File: src/rtl/uart_pkg.sv
// Shared types for the UART receive framer: error codes, FSM states,
// and the inter-byte timeout helper.
package uart_pkg;

  localparam logic [7:0] SYNC_DEFAULT = 8'hA5;

  typedef enum logic [2:0] {
    ERR_NONE = 3'd0,
    ERR_LEN  = 3'd1,
    ERR_CHK  = 3'd2,
    ERR_OVF  = 3'd3,
    ERR_TMO  = 3'd4
  } err_e;

  typedef enum logic [1:0] {
    HUNT,
    LEN,
    PAYLOAD,
    CHK
  } state_e;

  function automatic longint to_cycles(
    input longint bits,
    input longint clk_hz,
    input longint baud
  );
    return (bits * clk_hz) / baud;
  endfunction

endpackage

File: src/rtl/uart_rx_frame_fifo.sv
// Payload FIFO with speculative write pointer: reads see only committed
// entries, and an uncommitted frame can be rolled back in one cycle.
module uart_rx_frame_fifo #(
  parameter int unsigned DEPTH = 32
) (
  input  logic       clk,
  input  logic       arst_n,
  input  logic       wr_en,
  input  logic [8:0] wr_data,
  input  logic       commit,
  input  logic       rollback,
  input  logic       rd_en,
  output logic [8:0] rd_data,
  output logic       full,
  output logic       empty
);

  localparam int AW = $clog2(DEPTH);

  logic [8:0]  mem [DEPTH];
  logic [AW:0] wr_q, wr_d;
  logic [AW:0] cm_q, cm_d;
  logic [AW:0] rd_q, rd_d;
  logic [AW:0] wr_inc;

  assign wr_inc = wr_en ? wr_q + 1'b1 : wr_q;

  always_comb begin
    wr_d = rollback ? cm_q : wr_inc;
    cm_d = commit ? wr_inc : cm_q;
    rd_d = rd_en ? rd_q + 1'b1 : rd_q;
  end

  always_ff @(posedge clk or negedge arst_n) begin
    if (!arst_n) begin
      wr_q <= '0;
      cm_q <= '0;
      rd_q <= '0;
    end else begin
      wr_q <= wr_d;
      cm_q <= cm_d;
      rd_q <= rd_d;
    end
  end

  always_ff @(posedge clk) begin
    if (wr_en) mem[wr_q[AW-1:0]] <= wr_data;
  end

  assign rd_data = mem[rd_q[AW-1:0]];
  assign empty   = (cm_q == rd_q);
  assign full    = (wr_q[AW] != rd_q[AW]) &&
                   (wr_q[AW-1:0] == rd_q[AW-1:0]);

endmodule

File: src/rtl/uart_rx_framer.sv
// Sync/length/checksum framer over a commit/rollback payload FIFO.
// Checksum byte and CHK state exist only with UART_RX_FRAMER_CHECKSUM_EN.
module uart_rx_framer
  import uart_pkg::*;
#(
  parameter int unsigned CLOCK_RATE   = 100_000_000,
  parameter int unsigned BAUD_RATE    = 115_200,
  parameter logic [7:0]  SYNC_BYTE    = SYNC_DEFAULT,
  parameter int unsigned MAX_LEN      = 16,
  parameter int unsigned FIFO_DEPTH   = 32,
  parameter int unsigned TIMEOUT_BITS = 20
) (
  input  logic       clk,
  input  logic       arst_n,
  input  logic       rx_dv,
  input  logic [7:0] rx_q,
  output logic [7:0] m_data,
  output logic       m_last,
  output logic       m_valid,
  input  logic       m_ready,
  output logic       frame_ok,
  output logic       frame_err,
  output logic [2:0] err_code
);

  localparam longint TO_CYC =
    to_cycles(longint'(TIMEOUT_BITS), longint'(CLOCK_RATE),
              longint'(BAUD_RATE));
  localparam int CW = $clog2(TO_CYC + 1);

  state_e        state_q, state_d;
  logic [7:0]    rem_q, rem_d;
  logic [CW-1:0] cnt_q, cnt_d;
  logic          ok_q, ok_d;
  logic          err_q, err_d;
  err_e          code_q, code_d;
`ifdef UART_RX_FRAMER_CHECKSUM_EN
  logic [7:0]    acc_q, acc_d;
`endif

  logic       wr_en, commit, rollback;
  logic       full, empty;
  logic [8:0] rd_data;

  uart_rx_frame_fifo #(
    .DEPTH (FIFO_DEPTH)
  ) u_fifo (
    .clk      (clk),
    .arst_n   (arst_n),
    .wr_en    (wr_en),
    .wr_data  ({rem_q == 8'd1, rx_q}),
    .commit   (commit),
    .rollback (rollback),
    .rd_en    (m_valid && m_ready),
    .rd_data  (rd_data),
    .full     (full),
    .empty    (empty)
  );

  assign m_valid   = !empty;
  assign m_data    = m_valid ? rd_data[7:0] : 8'h00;
  assign m_last    = m_valid && rd_data[8];
  assign frame_ok  = ok_q;
  assign frame_err = err_q;
  assign err_code  = code_q;

  always_comb begin
    state_d  = state_q;
    rem_d    = rem_q;
    ok_d     = 1'b0;
    err_d    = 1'b0;
    code_d   = code_q;
    wr_en    = 1'b0;
    commit   = 1'b0;
    rollback = 1'b0;
`ifdef UART_RX_FRAMER_CHECKSUM_EN
    acc_d    = acc_q;
`endif
    cnt_d    = (state_q == HUNT || rx_dv) ? '0 : cnt_q + 1'b1;
    if (rx_dv) begin
      unique case (state_q)
        HUNT: begin
          if (rx_q == SYNC_BYTE) state_d = LEN;
        end
        LEN: begin
          if (rx_q == 8'd0 || rx_q > 8'(MAX_LEN)) begin
            err_d   = 1'b1;
            code_d  = ERR_LEN;
            state_d = HUNT;
          end else begin
            rem_d   = rx_q;
            state_d = PAYLOAD;
`ifdef UART_RX_FRAMER_CHECKSUM_EN
            acc_d   = rx_q;
`endif
          end
        end
        PAYLOAD: begin
          if (full) begin
            err_d    = 1'b1;
            code_d   = ERR_OVF;
            rollback = 1'b1;
            state_d  = HUNT;
          end else begin
            wr_en = 1'b1;
            rem_d = rem_q - 8'd1;
`ifdef UART_RX_FRAMER_CHECKSUM_EN
            acc_d = acc_q ^ rx_q;
            if (rem_q == 8'd1) state_d = CHK;
`else
            if (rem_q == 8'd1) begin
              commit  = 1'b1;
              ok_d    = 1'b1;
              code_d  = ERR_NONE;
              state_d = HUNT;
            end
`endif
          end
        end
        CHK: begin
`ifdef UART_RX_FRAMER_CHECKSUM_EN
          if (rx_q == acc_q) begin
            commit = 1'b1;
            ok_d   = 1'b1;
            code_d = ERR_NONE;
          end else begin
            rollback = 1'b1;
            err_d    = 1'b1;
            code_d   = ERR_CHK;
          end
`endif
          state_d = HUNT;
        end
        default: state_d = HUNT;
      endcase
    end else if (state_q != HUNT && cnt_q == CW'(TO_CYC - 1)) begin
      // counter reaches the limit on this edge
      err_d    = 1'b1;
      code_d   = ERR_TMO;
      rollback = 1'b1;
      state_d  = HUNT;
      cnt_d    = '0;
    end
  end

  always_ff @(posedge clk or negedge arst_n) begin
    if (!arst_n) begin
      state_q <= HUNT;
      rem_q   <= '0;
      cnt_q   <= '0;
      ok_q    <= 1'b0;
      err_q   <= 1'b0;
      code_q  <= ERR_NONE;
`ifdef UART_RX_FRAMER_CHECKSUM_EN
      acc_q   <= '0;
`endif
    end else begin
      state_q <= state_d;
      rem_q   <= rem_d;
      cnt_q   <= cnt_d;
      ok_q    <= ok_d;
      err_q   <= err_d;
      code_q  <= code_d;
`ifdef UART_RX_FRAMER_CHECKSUM_EN
      acc_q   <= acc_d;
`endif
    end
  end

endmodule

File: config.mk
export PLATFORM = sky130hd
export DESIGN_NAME = uart_rx_framer
export DESIGN_NICKNAME = d
export VERILOG_FILES = /design/src/rtl/uart_pkg.sv /design/src/rtl/uart_rx_frame_fifo.sv /design/src/rtl/uart_rx_framer.sv
export SDC_FILE = /design/constraint.sdc
export NUM_CORES = 1
export LEC_CHECK = 0
export ABC_AREA = 1
export CORE_ASPECT_RATIO = 2
export CORE_MARGIN = 5
export CORE_UTILIZATION = 50
export DETAILED_ROUTE_END_ITERATION = 8
export PLACE_DENSITY = 0.76
export SETUP_SLACK_MARGIN = 0.3
export SYNTH_ARGS = -nofsm -noshare
export SYNTH_HDL_FRONTEND = slang
export SYNTH_SLANG_ARGS = --single-unit
File: constraint.sdc
create_clock -name clk -period 2.6 [get_ports clk]
set_input_delay 0.52 -clock clk [delete_from_list [all_inputs] [get_ports clk]]
set_output_delay 0.52 -clock clk [all_outputs]
set_load 0.02 [all_outputs]
==> reports/metrics.yaml <==
floorplanning:
  fp.dieW_microns: 131.4
  coreArea_sq_um: 29290
  dieArea_sq_um: 33200
  rows: 89
  dieHeight_microns: 252.7
  ioPinCount: 27
  initial_utilization_pct: 50.30
clock_network:
  clk_latency_ns: 0.58
  clock_path_buffers: 3
  clock_sinks: 336
  clk_pin_slew_ns: 0.07
  cts_made_buffers: 29
  cts_root_buffer: "clkbuf_16"
  cts_tree: "built"
  cts_htree_levels: 1
drt:
  drc: 0
  wirelength_microns: 45140
  drt_first_pass_iters: 8
  ant_nets: 0
  wire_per_inst_microns: 23.61
  dr.first_iter.drc_count: 1822
  vias_per_cell: 6.171
  vias: 11800
sta:
  final_hold_viol_count: 0
  slew_headroom_pct: 54.77
  fin_skew_ns: 0.01823
  rsz0062_at_grt: "true"
  period_share_pct: 119.7
  drv_slew: 0
  finalWorstSetupSlack_ns: -0.5109
  fmax_mhz: 321.5
  tightest_slew_ns: 0.6785
  fin_crit_ns: 3.111
  finalSetupViolations: 10
synthesis:
  synth_top_area_share_pct: 58.71
  yosys.area.top_type: "edfxtp_1"
  ys_seq_elements: 336
  synth_edf_count: 288
  yosysWarningCount: 0
  yosysUniqueCellTypes: 41
  netlist_instances: 1385
  yosysSeqAreaShare_pct: 66.86
  async_reset_ff_share_pct: 14.29
  syn-num-nets: 1409
  synth_area_per_cell_sq_um: 10.64
  synth_ff_type: "edfxtp_1"
  syn_area_sq_um: 14730
  synthTopCellsByArea: "edfxtp_1, dfrtp_1, nor2_1, nand2_1, o21ai_0"
cells_and_area:
  regArea_sq_um: 9854
  antenna_cells: 0
  drive_gt1_share_pct: 24.03
  fin_nets: 1550
  postLayoutCellArea_sq_um: 18760
  fillerInstances: 1980
  syn_to_final_growth_pct: 27.37
  final_cells: 1912
  multi_input_area_sq_um: 4971
worst_setup_path:
  arrival_ns: 2.59
  endpoint_kind: "output pin"
  start_kind: "register"
  path_class: "register to output pin"
  crit_fanout: 7
  required_ns: 2.08
run_status:
  status: "finished, violations left"
  violations: "setup timing"
placed_design:
  gp_congestion: 0.9398
  dp_hpwl_microns: 24460
  dp.cells: 1809
  io_buffers: 26
  dpl_cell_area_sq_um: 16000
pwr:
  power_density_nw_per_um2: 1023
  total_power_mw: 19.20
  leakagePower_nw: 7.032
  ir_worst_vdd_mv: 0.6871
global_route:
  grt_pass1_vias: 11370
  grt-ovfl-total: 0
  grt_first_pass_wirelength_microns: 65120
  antenna_found_initial: 0
  grt_max_degree: 49
  grt_usage_pct: 25.04
hold_path:
  min_path_type: "register to register"
run:
  cap_violations: 0
metal layers:
metal,up-vias,GRT usage (%),routed length [microns]
li1,5059,-,-
met1,5641,31.65,15640
met2,900,41.99,21940
met3,199,4.044,4563
met4,0,12.39,2989
met5,-,0,0
path summary, 6_finish.rpt:
kind | start | to | slack, ns | cells after the start
worst max-delay path | u_fifo.rd_q[0] | m_data[6] | -0.51 | 12
worst min-delay path | cnt_q[14] | cnt_q[14] | 0.48 | 1
worst max register to register | u_fifo.rd_q[0] | u_fifo.mem[2][7] | 0.15 | 14
worst min register to register | cnt_q[14] | cnt_q[14] | 0.48 | 1
max in group asynchronous | arst_n | cnt_q[5] | 1.45 | 3
min in group asynchronous | arst_n | u_fifo.wr_q[4] | 0.52 | 2
critical path: stages (launching register included):
cell and delay, ns:
dfrtp_4 0.52, buf_6 0.13, buf_12 0.16, buf_6 0.13, nor2_1 0.06, nor2_1 0.15
o21ai_1 0.11, o211ai_1 0.13, nand2_1 0.14, nor2_2 0.21, nor2_4 0.06, nor2_4 0.10
buf_6 0.12
power by group:
part	internal (mW)	switching (mW)	total [mW]
combinational	3.44	5.04	8.48
sequential	5.97	0.174	6.15
clock	2.56	2.02	4.58
cell type report:
class,count,area share [%]
clock buffers,30,3.888
clock inverters,23,1.420
inverters,66,1.514
multi-input cells,917,26.49
flip-flops and latches,336,52.52
well taps,364,2.427
repair buffers,175,11.58
repair inverters,1,0.1600
cell usage in the layout, fill, tap and decap left out, types with 5 or more instances in the layout:
cell type        Yosys  layout
a21oi_1             17       9
a21oi_2              0       7
buf_12               0      13
buf_16               0      12
buf_4                7      55
buf_6                4      62
buf_8                0      11
bufinv_16            0       5
clkbuf_16            0      32
clkdlybuf4s50_1      0      15
clkinv_1             2       5
clkinv_2             0       5
clkinvlp_4           0       6
dfrtp_1             48      46
edfxtp_1           288     288
ha_1                12      12
inv_1               54      54
inv_2                9       7
nand2_1            248     238
nand2_2             14      18
nand3_1             92      68
nand3_2              2      25
nand4_1             13      13
nor2_1             288     222
nor2_2               4      32
nor2_4               1      39
nor3_1               8       6
o211ai_1            16      16
o21ai_0            119      82
o21ai_1             35      67
o21ai_2              1       5
o22ai_1             18      14
xor2_1              12      12
synth_stat cells (all sizes together) (2+ instances only):
library cell / n
ha: 12
edfxtp: 288
clkbuf: 25
nor3: 8
buf: 41
nand2: 264
inv: 64
dfrtp: 48
o211ai: 16
nand4: 15
a21oi: 17
nor2: 294
xor2: 12
nand3: 97
o22ai: 18
clkinv: 2
xnor2: 2
o21ai: 155
per-stage QoR:
stage | worst slack, ns | hold WS [ns] | TNS [ns] | util [%]
3_3_place_gp | -0.1930 | 0.4537 | -1.127 | 54.63
3_5_place_dp | -0.1985 | 0.4705 | -1.412 | 54.63
5_1_grt | -0.5606 | 0.5050 | -4.479 | 64.07
4_1_cts | -0.3247 | 0.4826 | -2.863 | 62.20
2_1_floorplan | 0.3325 | 0.2244 | 0 | -
6_report | -0.5109 | 0.4849 | -3.958 | 64.07
what timing repair did:
action | 4_1_cts | 5_1_grt
resized for setup | 276 | 112
setup buffers | 12 | 7
gates cloned | 17 | 13
hold endpoints to repair | 26 | 0
setup endpoints to repair | 268 | 308
hold buffers | 1 | 0
pin swaps | 64 | 56
sequential cells by signal, summed over array words and instances (netlist names):
signal,flops
err_code,3
frame_ok,1
frame_err,1
u_fifo.mem,288
rem_q,8
state_q,2
u_fifo.rd_q,6
u_fifo.cm_q,6
cnt_q,15
u_fifo.wr_q,6
cells by family after synthesis:
group	after synthesis	share of synthesized area, %
compound gates	208	7.559
xor+xnor	14	0.8324
fa+ha+maj	12	1.019
buf+inv	132	4.000
flops	336	66.86
simple gates	683	19.73
Note: power is estimated with default switching activity, not from simulation.
